### src/rtl/seg7_pkg.sv
// Shared types, constants and BCD-to-segment lookup for the 7-segment scan controller.
package seg7_pkg;

    typedef enum logic [1:0] {
        ST_IDLE  = 2'd0,
        ST_BLANK = 2'd1,
        ST_DRIVE = 2'd2
    } scan_state_t;

    localparam logic [6:0] SEG_BLANK = 7'h7F;

    // Active-low {a,b,c,d,e,f,g}; non-decimal codes render as a blank digit.
    function automatic logic [6:0] seg7_decode(input logic [3:0] v);
        logic [6:0] s;
        case (v)
            4'd0:    s = 7'b0000001;
            4'd1:    s = 7'b1001111;
            4'd2:    s = 7'b0010010;
            4'd3:    s = 7'b0000110;
            4'd4:    s = 7'b1001100;
            4'd5:    s = 7'b0100100;
            4'd6:    s = 7'b0100000;
            4'd7:    s = 7'b0001111;
            4'd8:    s = 7'b0000000;
            4'd9:    s = 7'b0000100;
            default: s = SEG_BLANK;
        endcase
        return s;
    endfunction

endpackage

### src/rtl/seg7_dec.sv
// Combinational 4-bit to active-low 7-segment decoder, shared across all digits.
module seg7_dec
    import seg7_pkg::*;
(
    input  logic [3:0] bcd,
    output logic [6:0] seg
);

    assign seg = seg7_decode(bcd);

endmodule

### src/rtl/seg7_scan_ctrl.sv
// Time-multiplexed, double-buffered scan controller for a common-anode 7-segment bank.
// Optional leading-zero suppression is enabled by defining SEG7_LZ_SUPPRESS_EN.
module seg7_scan_ctrl
    import seg7_pkg::*;
#(
    parameter int NUM_DIGITS   = 4,
    parameter int REFRESH_DIV  = 50000,
    parameter int BLANK_CYCLES = 64
) (
    input  logic                    clk,
    input  logic                    rst_n,
    input  logic                    en,
    input  logic                    load,
    input  logic [4*NUM_DIGITS-1:0] bcd_in,
    input  logic [NUM_DIGITS-1:0]   dp_in,
    output logic [6:0]              seg,
    output logic                    dp_n,
    output logic [NUM_DIGITS-1:0]   an_n,
    output logic                    frame_done
);

    localparam int DW    = 4 * NUM_DIGITS;
    localparam int CNT_W = $clog2(REFRESH_DIV);
    localparam int IDX_W = (NUM_DIGITS > 1) ? $clog2(NUM_DIGITS) : 1;

    localparam logic [CNT_W-1:0] CNT_LAST  = CNT_W'(REFRESH_DIV - 1);
    localparam logic [CNT_W-1:0] CNT_BLANK = CNT_W'(BLANK_CYCLES);
    localparam logic [IDX_W-1:0] IDX_LAST  = IDX_W'(NUM_DIGITS - 1);

    scan_state_t      state, nxt_state;
    logic [CNT_W-1:0] cnt, nxt_cnt;
    logic [IDX_W-1:0] idx, nxt_idx;

    logic [DW-1:0]         active, pending, commit_bcd;
    logic [NUM_DIGITS-1:0] dp_active, pend_dp, commit_dp;
    logic                  pend_valid;

    logic frame_end, commit, do_commit;
    logic [3:0] cur_bcd;
    logic       cur_dp, cur_blank;
    logic [6:0] dec_seg;

    logic [6:0]            seg_d;
    logic                  dp_d, fd_d;
    logic [NUM_DIGITS-1:0] an_d;

    assign frame_end = (state != ST_IDLE) && (cnt == CNT_LAST) && (idx == IDX_LAST);
    // Leaving IDLE counts as a frame boundary so a fresh scan starts on current data.
    assign commit    = en && ((state == ST_IDLE) || frame_end);
    assign do_commit = commit && (load || pend_valid);

    always_comb begin
        commit_bcd = load ? bcd_in : pending;
        commit_dp  = load ? dp_in  : pend_dp;
    end

    always_ff @(posedge clk or negedge rst_n) begin
        if (!rst_n) begin
            state <= ST_IDLE;
            cnt   <= '0;
            idx   <= '0;
        end else begin
            state <= nxt_state;
            cnt   <= nxt_cnt;
            idx   <= nxt_idx;
        end
    end

    always_comb begin
        nxt_state = state;
        nxt_cnt   = cnt;
        nxt_idx   = idx;
        if (!en) begin
            nxt_state = ST_IDLE;
            nxt_cnt   = '0;
            nxt_idx   = '0;
        end else if (state == ST_IDLE) begin
            nxt_cnt   = '0;
            nxt_idx   = '0;
            nxt_state = (BLANK_CYCLES > 0) ? ST_BLANK : ST_DRIVE;
        end else begin
            if (cnt == CNT_LAST) begin
                nxt_cnt = '0;
                nxt_idx = (idx == IDX_LAST) ? '0 : idx + 1'b1;
            end else begin
                nxt_cnt = cnt + 1'b1;
            end
            nxt_state = (nxt_cnt < CNT_BLANK) ? ST_BLANK : ST_DRIVE;
        end
    end

    always_ff @(posedge clk or negedge rst_n) begin
        if (!rst_n) begin
            active     <= '0;
            dp_active  <= '0;
            pending    <= '0;
            pend_dp    <= '0;
            pend_valid <= 1'b0;
        end else if (commit) begin
            if (do_commit) begin
                active    <= commit_bcd;
                dp_active <= commit_dp;
            end
            pend_valid <= 1'b0;
        end else if (load) begin
            pending    <= bcd_in;
            pend_dp    <= dp_in;
            pend_valid <= 1'b1;
        end
    end

`ifdef SEG7_LZ_SUPPRESS_EN
    logic [NUM_DIGITS-1:0] lz_mask_q;

    // A digit is suppressed only when it and every more significant digit are zero.
    function automatic logic [NUM_DIGITS-1:0] lz_mask(input logic [DW-1:0] v);
        logic [NUM_DIGITS-1:0] m;
        logic                  run;
        m   = '0;
        run = 1'b1;
        for (int k = NUM_DIGITS - 1; k >= 1; k--) begin
            run  = run && (v[4*k +: 4] == 4'd0);
            m[k] = run;
        end
        return m;
    endfunction

    always_ff @(posedge clk or negedge rst_n) begin
        if (!rst_n)
            lz_mask_q <= '0;
        else if (do_commit)
            lz_mask_q <= lz_mask(commit_bcd);
    end
`endif

    always_comb begin
        cur_bcd   = active[3:0];
        cur_dp    = dp_active[0];
        cur_blank = 1'b0;
        for (int k = 0; k < NUM_DIGITS; k++) begin
            if (idx == IDX_W'(k)) begin
                cur_bcd = active[4*k +: 4];
                cur_dp  = dp_active[k];
`ifdef SEG7_LZ_SUPPRESS_EN
                cur_blank = lz_mask_q[k];
`endif
            end
        end
    end

    seg7_dec u_dec (
        .bcd (cur_bcd),
        .seg (dec_seg)
    );

    always_comb begin
        seg_d = SEG_BLANK;
        dp_d  = 1'b1;
        an_d  = '1;
        fd_d  = frame_end && en;
        case (state)
            ST_DRIVE: begin
                an_d  = ~(NUM_DIGITS'(1) << idx);
                seg_d = cur_blank ? SEG_BLANK : dec_seg;
                dp_d  = ~cur_dp;
            end
            default: ;
        endcase
    end

    always_ff @(posedge clk or negedge rst_n) begin
        if (!rst_n) begin
            seg        <= SEG_BLANK;
            dp_n       <= 1'b1;
            an_n       <= '1;
            frame_done <= 1'b0;
        end else begin
            seg        <= seg_d;
            dp_n       <= dp_d;
            an_n       <= an_d;
            frame_done <= fd_d;
        end
    end

endmodule

### config.mk
export PLATFORM = sky130hd
export DESIGN_NAME = seg7_scan_ctrl
export DESIGN_NICKNAME = d
export VERILOG_FILES = /design/src/rtl/seg7_pkg.sv /design/src/rtl/seg7_dec.sv /design/src/rtl/seg7_scan_ctrl.sv
export SDC_FILE = /design/constraint.sdc
export NUM_CORES = 1
export LEC_CHECK = 0
export ABC_AREA = 1
export CAP_MARGIN = 20
export CORE_MARGIN = 4
export CORE_UTILIZATION = 54
export CTS_BUF_LIST = sky130_fd_sc_hd__clkbuf_16
export DETAILED_ROUTE_END_ITERATION = 8
export PLACE_DENSITY = 0.8
export SYNTH_ARGS = -nofsm -noshare
export SYNTH_HDL_FRONTEND = slang
export SYNTH_HIERARCHICAL = 1
export SYNTH_SLANG_ARGS = --single-unit
### constraint.sdc
create_clock -name clk -period 7.6 [get_ports clk]
set_input_delay 1.14 -clock clk [delete_from_list [all_inputs] [get_ports clk]]
set_output_delay 1.14 -clock clk [all_outputs]
set_load 0.005 [all_outputs]
==> results.sh <==
export IMPL_fill_cells=572
export IMPL_final_cell_area_sq_um=4520
export IMPL_worst_slack_ns=4.87
export IMPL_final_cell_mix="nand2_1 (121), inv_1 (73), dfrtp_1 (62), nor2_1 (51), o21ai_1 (37)"
export IMPL_wl_per_cell_microns=12.0
export IMPL_io_buffers=36
export IMPL_drt_initial_drc_count=112
export IMPL_path_class="register to register"
export IMPL_cts_made_buffers=9
export IMPL_clk_pin_slew_ns=0.06
export IMPL_regToRegSetupSlack_ns=4.87
export IMPL_cts_tree="built"
export IMPL_syn_area_per_cell_sq_um=7.92
export IMPL_htree_num_levels=3
export IMPL_ir_drop_mv=0.134
export IMPL_rows=30
export IMPL_fp_dieH_microns=92.0
export IMPL_power_total_mw=1.05
export IMPL_postCtsSetupRepairBufs=0
export IMPL_rsz0062_at_grt="false"
export IMPL_grt_max_degree=75
export IMPL_gp_congestion=0.873
export IMPL_p_leak_nw=2.15
export IMPL_r2r_end="seg[3]$_DFF_PN1_"
export IMPL_antenna_found_initial=0
export IMPL_drc=0
export IMPL_syn_to_final_growth_pct=18.6
export IMPL_grt_pass1_wl_microns=12800
export IMPL_drive_gt1_frac=0.106
export IMPL_post_place_ws_ns=4.71
export IMPL_cts_buffer_depth=2
export IMPL_dp_cells=600
export IMPL_viasPerCell=5.01
export IMPL_ys_seq_area_frac=0.490
export IMPL_startpoint="idx[1]$_DFFE_PN0P_"
export IMPL_ys_seq_elements=74
export IMPL_layout_nets=549
export IMPL_arrival_ns=2.99
export IMPL_outcome="finished, final reports clean"
export IMPL_critical_path_max_fanout=7
export IMPL_core_sq_um=6830
export IMPL_ctsResizeCount=0
export IMPL_hold_class="register to register"
export IMPL_mostFrequentLayoutCell="nand2_1"
export IMPL_grt_overflow=0
export IMPL_synth_cell_types=30
export IMPL_start_util=0.558
export IMPL_first_pass_iters=4
export IMPL_vias=3086
export IMPL_hold_ws_ns=0.490
export IMPL_slew_viol_final=0
export IMPL_worstSkewPairLatency_ns=0.33
export IMPL_die_area_sq_um=8460
export IMPL_cap_violations=0
export IMPL_fmax_ghz=0.366
export IMPL_wl_microns=7400
export IMPL_dpl_hpwl_microns=5060
export IMPL_slew_headroom=0.397
export IMPL_critPathRequiredTime_ns=7.85
export IMPL_netlist_instances=481
export IMPL_synth_cell_area_sq_um=3810
export IMPL_track_usage=0.187
export IMPL_final_util=0.661
export IMPL_setup_viol=0
export IMPL_skew_ns=0.00821
export IMPL_yosys_warnings=6
export IMPL_reg2reg_from="idx[1]$_DFFE_PN0P_"
export IMPL_clock_sinks=74
export IMPL_io_pins=37
export IMPL_syn_nets=515
export IMPL_reg2reg_depth=12
export IMPL_diodes=0
export IMPL_cts_root_buffer="clkbuf_16"
export IMPL_finalCriticalPeriod_ns=2.73
export IMPL_period_share=0.360
export IMPL_ant_nets=0
export IMPL_worst_slew_pin_slew_ns=0.905
export IMPL_fin_setup_tns_ns=0
export IMPL_start_kind="register"
export IMPL_crit_path_end_kind="register"
export IMPL_hold_viol_final=0
export IMPL_dpl_instance_area_sq_um=4180
export IMPL_cts_hold_buf=0
export IMPL_instances_no_fill=616
export IMPL_crit_path_end="seg[3]$_DFF_PN1_"
export IMPL_p_per_area_nw_per_um2=233
export IMPL_die_x_microns=92.0
export IMPL_grt_pass1_vias=2878
## worst max-delay path, stage by stage (launching register included)
cell and delay [ns]:
dfrtp_1 0.37, inv_1 0.09, ha_1 0.29, inv_1 0.17, nor2_1 0.05, or3_1 0.31, a21oi_1 0.39, inv_1 0.16
ha_1 0.32, nand2_1 0.06, nand3_1 0.11, nand2_1 0.04, or2_2 0.29
## how the worst min path moves through the flow
stage / from / endpoint / cells past startpoint
3_5_place_dp: active[0]$_DFFE_PN0P_ / active[0]$_DFFE_PN0P_ / 2
5_1_grt: cnt[0]$_DFF_PN0_ / cnt[0]$_DFF_PN0_ / 1
2_1_floorplan: cnt[0]$_DFF_PN0_ / cnt[0]$_DFF_PN0_ / 1
3_3_place_gp: cnt[0]$_DFF_PN0_ / cnt[0]$_DFF_PN0_ / 1
4_1_cts: active[0]$_DFFE_PN0P_ / active[0]$_DFFE_PN0P_ / 2
6_report: active[0]$_DFFE_PN0P_ / active[0]$_DFFE_PN0P_ / 2
## state kept, by name, summed over array words and instances (netlist names), 2 cells and up
signal	flops
state	2
an_n	4
active	16
idx	2
seg	7
pend_dp	4
cnt	16
dp_active	4
pending	16
## cell usage after synthesis (all sizes together)
cell    instances  area (sq um)
nor2           54           210
clkbuf          5          18.8
or2             7          43.8
nand2         127           502
nand3          20           113
o21ai          66           345
or3             4          25.0
nor3            2          10.0
nand3b          1          7.51
and2            1          8.76
dfrtp          62          1550
ha             10           125
buf            10          96.4
o21bai          1          7.51
nand4           7          43.8
o31ai           1          7.51
dfstp          12           315
a21oi          14          73.8
xor2            3          26.3
inv            74           278
## layout make-up
type	instances	area, sq um	area share
inverter	74	278	0.0615
multi-input combinational	318	1550	0.343
timing repair buffer	38	370	0.0820
sequential	74	1870	0.413
clock buffer	9	225	0.0498
tap	96	120	0.0266
clock inverter	7	109	0.0241
## logic make-up (layout without fill, tap and decap cells)
logic type / count (synthesis) / after routing / share of synthesized area
xor gates and xnor gates: 3 / 3 / 0.00690
adders and majority gates: 10 / 10 / 0.0329
buffers and inverters: 89 / 128 / 0.103
DFF: 74 / 74 / 0.490
and+or+nand+nor: 223 / 223 / 0.253
AOI/OAI and AO/OA: 82 / 82 / 0.114
## power breakdown
| part | internal [mW] | leakage [nW] | switching, mW |
|---|---|---|---|
| sequential | 0.427 | 0.928 | 0.0156 |
| combinational | 0.0512 | 1.05 | 0.0835 |
| clock | 0.318 | 0.170 | 0.157 |
| total | 0.796 | 2.15 | 0.256 |
## routing by layer
metal / part of all wire / track usage
met1: 0.45 / 0.240
met2: 0.48 / 0.308
met3: 0.044 / 0.0295
met4: 0.020 / 0.0891
met5: 0 / 0
(Power assumes the default switching activity.)
